`src/rtl/mem_arbiter.sv`:
```
// rtl/mem_arbiter.sv - two-port CPU/host arbiter owning the data RAM pins; fixed 3+RAM_LAT cycle access.
// Define MEM_ARB_RR_EN for round-robin tie-breaking; default is fixed CPU priority.
module mem_arbiter #(
    parameter int AW      = 8,
    parameter int DW      = 8,
    parameter int RAM_LAT = 1
) (
    input  logic          clk,
    input  logic          rst,
    input  logic          cpu_req,
    input  logic          cpu_wen,
    input  logic [AW-1:0] cpu_addr,
    input  logic [DW-1:0] cpu_wdata,
    output logic [DW-1:0] cpu_rdata,
    output logic          cpu_valid,
    input  logic          host_req,
    input  logic          host_wen,
    input  logic [AW-1:0] host_addr,
    input  logic [DW-1:0] host_wdata,
    output logic [DW-1:0] host_rdata,
    output logic          host_valid,
    output logic          ram_ce,
    output logic          ram_we,
    output logic [AW-1:0] ram_addr,
    output logic [DW-1:0] ram_wdata,
    input  logic [DW-1:0] ram_rdata,
    output logic [1:0]    grant
);

    typedef enum logic [1:0] {
        IDLE   = 2'd0,
        ACCESS = 2'd1,
        WAIT   = 2'd2,
        DONE   = 2'd3
    } state_t;

    state_t     state;
    state_t     state_d;
    logic       load;
    logic       win_host;
    logic       capture;
    logic       lat_wen;
    logic [2:0] cnt;

`ifdef MEM_ARB_RR_EN
    logic       last_host;
`endif

    always_ff @(posedge clk) begin
        if (rst) begin
            state <= IDLE;
        end else begin
            state <= state_d;
        end
    end

    always_comb begin
        state_d  = state;
        load     = 1'b0;
        win_host = 1'b0;
        capture  = 1'b0;
        case (state)
            IDLE: begin
                if (cpu_req || host_req) begin
                    load    = 1'b1;
                    state_d = ACCESS;
`ifdef MEM_ARB_RR_EN
                    win_host = host_req && (!cpu_req || !last_host);
`else
                    win_host = host_req && !cpu_req;
`endif
                end
            end
            ACCESS: state_d = WAIT;
            WAIT: begin
                if (cnt == 3'd1) begin
                    capture = 1'b1;
                    state_d = DONE;
                end
            end
            DONE:    state_d = IDLE;
            default: state_d = IDLE;
        endcase
    end

    // The RAM address/data registers double as the latched request fields.
    always_ff @(posedge clk) begin
        if (rst) begin
            ram_ce     <= 1'b0;
            ram_we     <= 1'b0;
            ram_addr   <= '0;
            ram_wdata  <= '0;
            lat_wen    <= 1'b0;
            cnt        <= 3'd0;
            grant      <= 2'b00;
            cpu_valid  <= 1'b0;
            host_valid <= 1'b0;
            cpu_rdata  <= '0;
            host_rdata <= '0;
`ifdef MEM_ARB_RR_EN
            last_host  <= 1'b1;
`endif
        end else begin
            ram_ce     <= load;
            ram_we     <= load && (win_host ? host_wen : cpu_wen);
            cpu_valid  <= capture && grant[0];
            host_valid <= capture && grant[1];

            if (load) begin
                lat_wen   <= win_host ? host_wen : cpu_wen;
                ram_addr  <= win_host ? host_addr : cpu_addr;
                ram_wdata <= win_host ? host_wdata : cpu_wdata;
                grant     <= win_host ? 2'b10 : 2'b01;
`ifdef MEM_ARB_RR_EN
                last_host <= win_host;
`endif
            end else if (state == DONE) begin
                grant <= 2'b00;
            end

            if (state == ACCESS) begin
                cnt <= 3'(RAM_LAT);
            end else if (state == WAIT) begin
                cnt <= cnt - 3'd1;
            end

            if (capture && !lat_wen) begin
                if (grant[0]) cpu_rdata  <= ram_rdata;
                if (grant[1]) host_rdata <= ram_rdata;
            end
        end
    end

endmodule

```
`config.mk`:
```
export PLATFORM = sky130hd
export DESIGN_NAME = mem_arbiter
export DESIGN_NICKNAME = d
export VERILOG_FILES = /design/src/rtl/mem_arbiter.sv
export SDC_FILE = /design/constraint.sdc
export NUM_CORES = 1
export LEC_CHECK = 0
export CAP_MARGIN = 20
export CORE_UTILIZATION = 39
export CTS_BUF_LIST = sky130_fd_sc_hd__clkbuf_4
export DETAILED_ROUTE_END_ITERATION = 16
export PLACE_DENSITY = 0.84
export SYNTH_ARGS = -nofsm -noshare
export SYNTH_HDL_FRONTEND = slang
export SYNTH_SLANG_ARGS = --single-unit
export TNS_END_PERCENT = 100
```
`constraint.sdc`:
```
create_clock -name clk -period 1.45 [get_ports clk]
set_input_delay 0.145 -clock clk [delete_from_list [all_inputs] [get_ports clk]]
set_output_delay 0.145 -clock clk [all_outputs]
set_load 0.02 [all_outputs]
```
# Yosys cells after proc, flatten, opt, wreduce, memory -nomap -nowiden
# Cells that the tools add are included.
[op_classes]
add_sub_neg = 1
bitwise = 0
mul = 0
reduce_logical = 15
n_mux = 17
div = 0
order_cmp = 0
shifts = 0
eq_ne = 6
[op_table]
columns = ["operator", "count"]
rows = [
  ["8-bit 2-to-1 mux", 2],
  ["2-bit 2-to-1 mux", 5],
  ["1-bit 2-to-1 mux", 9],
  ["2-bit case mux with 4 select lines", 1],
  ["2-bit AND reduction", 3],
  ["1-bit logical AND", 5],
  ["2-bit == test, second input constant", 2],
  ["2-bit != test, second input constant", 2],
  ["2-bit nonzero test", 2],
  ["3-bit by 1-bit == test with 1-bit output, second input constant", 1],
  ["3-bit by 1-bit subtractor with 3-bit output, second input constant", 1],
  ["2-bit by 1-bit == test with 1-bit output, second input constant", 1],
  ["1-bit logical NOT", 2],
  ["2-bit logical NOT", 1],
  ["2-bit OR reduction", 1],
  ["1-bit logical OR", 1],
]
[word_totals]
latch_bits = 0
n_memories = 0
rom_bits = 0
out_inout_bits = 38
ff_bits = 44
word_cells = 52
input_bits = 46
ram_bits = 0

# Depth between registers and ports, before layout
[depth]
word_depth = 6
ltp_mapped = 8
depth_no_buf = 5

# Worst setup path before layout
# No wires, ideal clock.
[synth_path]
kind = "register to register"
start = "register state[0]"
end = "register host_rdata[0]"
path_stages_with_launch = 7
synth_period_minus_slack_ps = 1463
t_required_ps = 1328
t_arrival_ps = 1341
path_buffers = 1
setup_ps = 122
slack_ps = -13
cell_sequence = "dfxtp_1 > inv_1 > ha_1 > and4bb_2 > and2_1 > buf_2 > mux2i_1"
[synth_via]
elab_chain_cells = 4
[synth_lines]
columns = ["element", "line_no", "rtl"]
rows = [
  ["start: declaration", "37", "state_t state;"],
  ["start signal: assignment", "53", "state <= state_d;"],
  ["2-bit == test", "62", "case (state)"],
  ["1-bit 2-to-1 mux", "62", ""],
  ["1-bit logical AND", "127", "if (capture && !lat_wen) begin"],
  ["2-bit AND reduction (no line)", "-", ""],
  ["end signal: assignment", "129", "if (grant[1]) host_rdata <= ram_rdata;"],
  ["end: declaration", "20", "output logic [DW-1:0] host_rdata,"],
]
# No other way between the ends.
# A chain may end at the register's enable or synchronous reset.

# Worst setup path in the final report
[layout_path]
start = "register ram_ce"
end = "output port ram_ce"
[layout_lines]
columns = ["element", "line_no", "rtl"]
rows = [
  ["start: declaration", "22", "output logic ram_ce,"],
  ["start signal: assignment", "104", "ram_ce <= load;"],
]
# No word-level cell between the ends.

==> qor.csv <==
metric,value,unit
dieArea,5305,um2
die_h,72.84,um
dp_worst_setup_slack,-90.77,ps
fin_util,64.71,%
synth_area,1957,um2
finalMaxSlewViolations,0,
cpMaxStageDelayCell,clkdlybuf4s50_1,
synth_area_per_cell,9.102,um2
slowest_delay,590,ps
grt_overflow,0,
final_common_cell,clkdlybuf4s50_1,
path_max_fanout,1,
antenna_cells,0,
powerDensity,1523,nW/um2
path_clk_slew,120,ps
grt_pass1_vias,1826,
place_area,2999,um2
final_nets,363,
yosysUniqueCellTypes,30,
io_pins,84,
port_buffers,83,
place_congestion,0.7834,
hpwlAfterDp,3748,um
wl_met2,2655,um
synth_nets,268,
viasPerCell,4.835,
period_needed,1401,ps
layout_common_cells,"46 x clkdlybuf4s50_1, 41 x dfxtp_1, 32 x dlygate4sd2_1, 27 x nand2b_1, 22 x nor2_1",
ant_nets,0,
dr_wl_met3,106,um
crit_family,buffers and inverters,
relSlewSlack,78.38,%
rows,25,
yosysSeqAreaShare,45.01,%
finalSetupViolations,0,
antenna_found_initial,0,
grt_pass1_wl,8273,um
worst_setup_path_start_kind,flop,
cts_tree,yes,
hp-class,in2reg,
totalWireLength,5111,um
cts_root_buffer,clkbuf_4,
hold_viol_final,0,
clockBufferDepth,2,
initial_core_util,40.89,%
required,1310,ps
drc,0,
fmax,713.9,MHz
drt_iter0_markers,38,
path_buf_inv,1,
synth-seq-cells,44,
worstSetupPathType,reg2out,
firstDrtPassIters,4,
grt_usage,19.96,%
netlist_instances,215,
status,finished clean,
clkLatencyLatePin,350,ps
yosys_warnings,0,
endpoint_kind,output pin,
met1_length,2201,um
placeableCoreArea,4786,um2
finClkSkew,13.96,ps
routed.top_layer,met4,
die_x,72.84,um
cts_htree_levels,2,
worstPathArrival,1260,ps
worst_slack,49.16,ps
grt_max_degree,53,
period_share,96.61,%
cts_sinks,44,
maxCapViolCount,0,
drive_gt1_share,12.62,%
worst_pin_slew,316.2,ps
p_total,4.716,mW
ir_drop,0.9889,mV
fin_area,3097,um2
p_leak,1.466,nW
tns,0,ps
areaGrowthSynthToFinish,58.25,%
cts_made_buffers,5,
crit_chain,clkdlybuf4s50_1,
wl_per_cell,13.59,um
vias,1818,
synth_stat cells, drive strengths merged:
cell / instances / area (um2)
and4bb: 1 / 12.51
nor3: 3 / 15.01
nand2b: 27 / 168.9
a21oi: 15 / 75.07
nor2: 22 / 82.58
and3b: 1 / 8.760
a31oi: 1 / 6.260
ha: 7 / 87.58
o22ai: 3 / 18.77
nand3: 1 / 5.000
or2b: 1 / 7.510
mux2i: 17 / 170.2
inv: 6 / 22.52
o21a: 1 / 7.510
clkbuf: 6 / 23.77
o21ai: 1 / 8.760
nand3b: 1 / 7.510
buf: 8 / 53.80
and2: 5 / 31.28
a211oi: 18 / 135.1
a2111oi: 1 / 8.760
nor3b: 3 / 22.52
nand2: 19 / 71.32
dfxtp: 44 / 880.8
xor2: 1 / 8.760
a32oi: 1 / 8.760
a21o: 1 / 7.510
layer usage:
| metal | global-route usage, % | vias up |
|---|---|---|
| met5 | 0 | - |
| met1 | 23.60 | 855 |
| met4 | 10.02 | 0 |
| met3 | 2.348 | 13 |
| met2 | 35.62 | 30 |
| li1 | - | 920 |
power by group:
group / internal [mW] / switching (mW)
registers: 1.48 / 0.146
logic: 1.15 / 1.22
clock network: 0.346 / 0.369
total: 2.98 / 1.74
state kept, by name (all words and copies together) (netlist names), 2 cells and up:
register,count
ram_addr,8
grant,2
ram_wdata,8
cnt,3
state,2
host_rdata,8
cpu_rdata,8
logic make-up after synthesis:
family / count (synthesis) / share of synthesized area (%)
flip-flops: 44 / 45.01
multiplexers: 17 / 8.695
AND/OR/NAND/NOR: 84 / 22.12
XOR/XNOR: 1 / 0.4477
buffers and inverters: 20 / 5.115
adder cells (fa/ha/maj): 7 / 4.475
AO/OA/AOI/OAI: 42 / 14.13
final cells by class:
type	count	area (um2)
sequential	44	884.6
inverter	6	25.02
tap	67	83.83
multi-input combinational	151	1010
fill	391	1689
clock inverter	1	30.03
timing repair buffer	102	1026
clock buffer	5	37.54
timing repair:
action,in CTS,in global routing
hold buffers,0,0
gates cloned,0,1
buffers inserted,0,2
setup endpoints to repair,52,28
gates resized for setup,36,15
pin swaps,2,3
metrics by stage:
stage          instances  hold WS (ps)
2_1_floorplan        215         286.0
3_3_place_gp         368         458.8
3_5_place_dp         368         468.4
4_1_cts              374         326.1
5_1_grt              376         355.7
6_report             376         335.0
path summary, 6_finish.rpt:
path	from	to	slack [ps]	cells past startpoint
hold / removal	cpu_addr[2]	ram_addr[2]	340	3
setup / recovery	ram_ce	ram_ce	50	1
hold reg to reg	host_rdata[2]	host_rdata[2]	480	2
setup reg to reg	state[1]	ram_wdata[2]	70	7
Note: power is estimated with default switching activity, not from simulation.
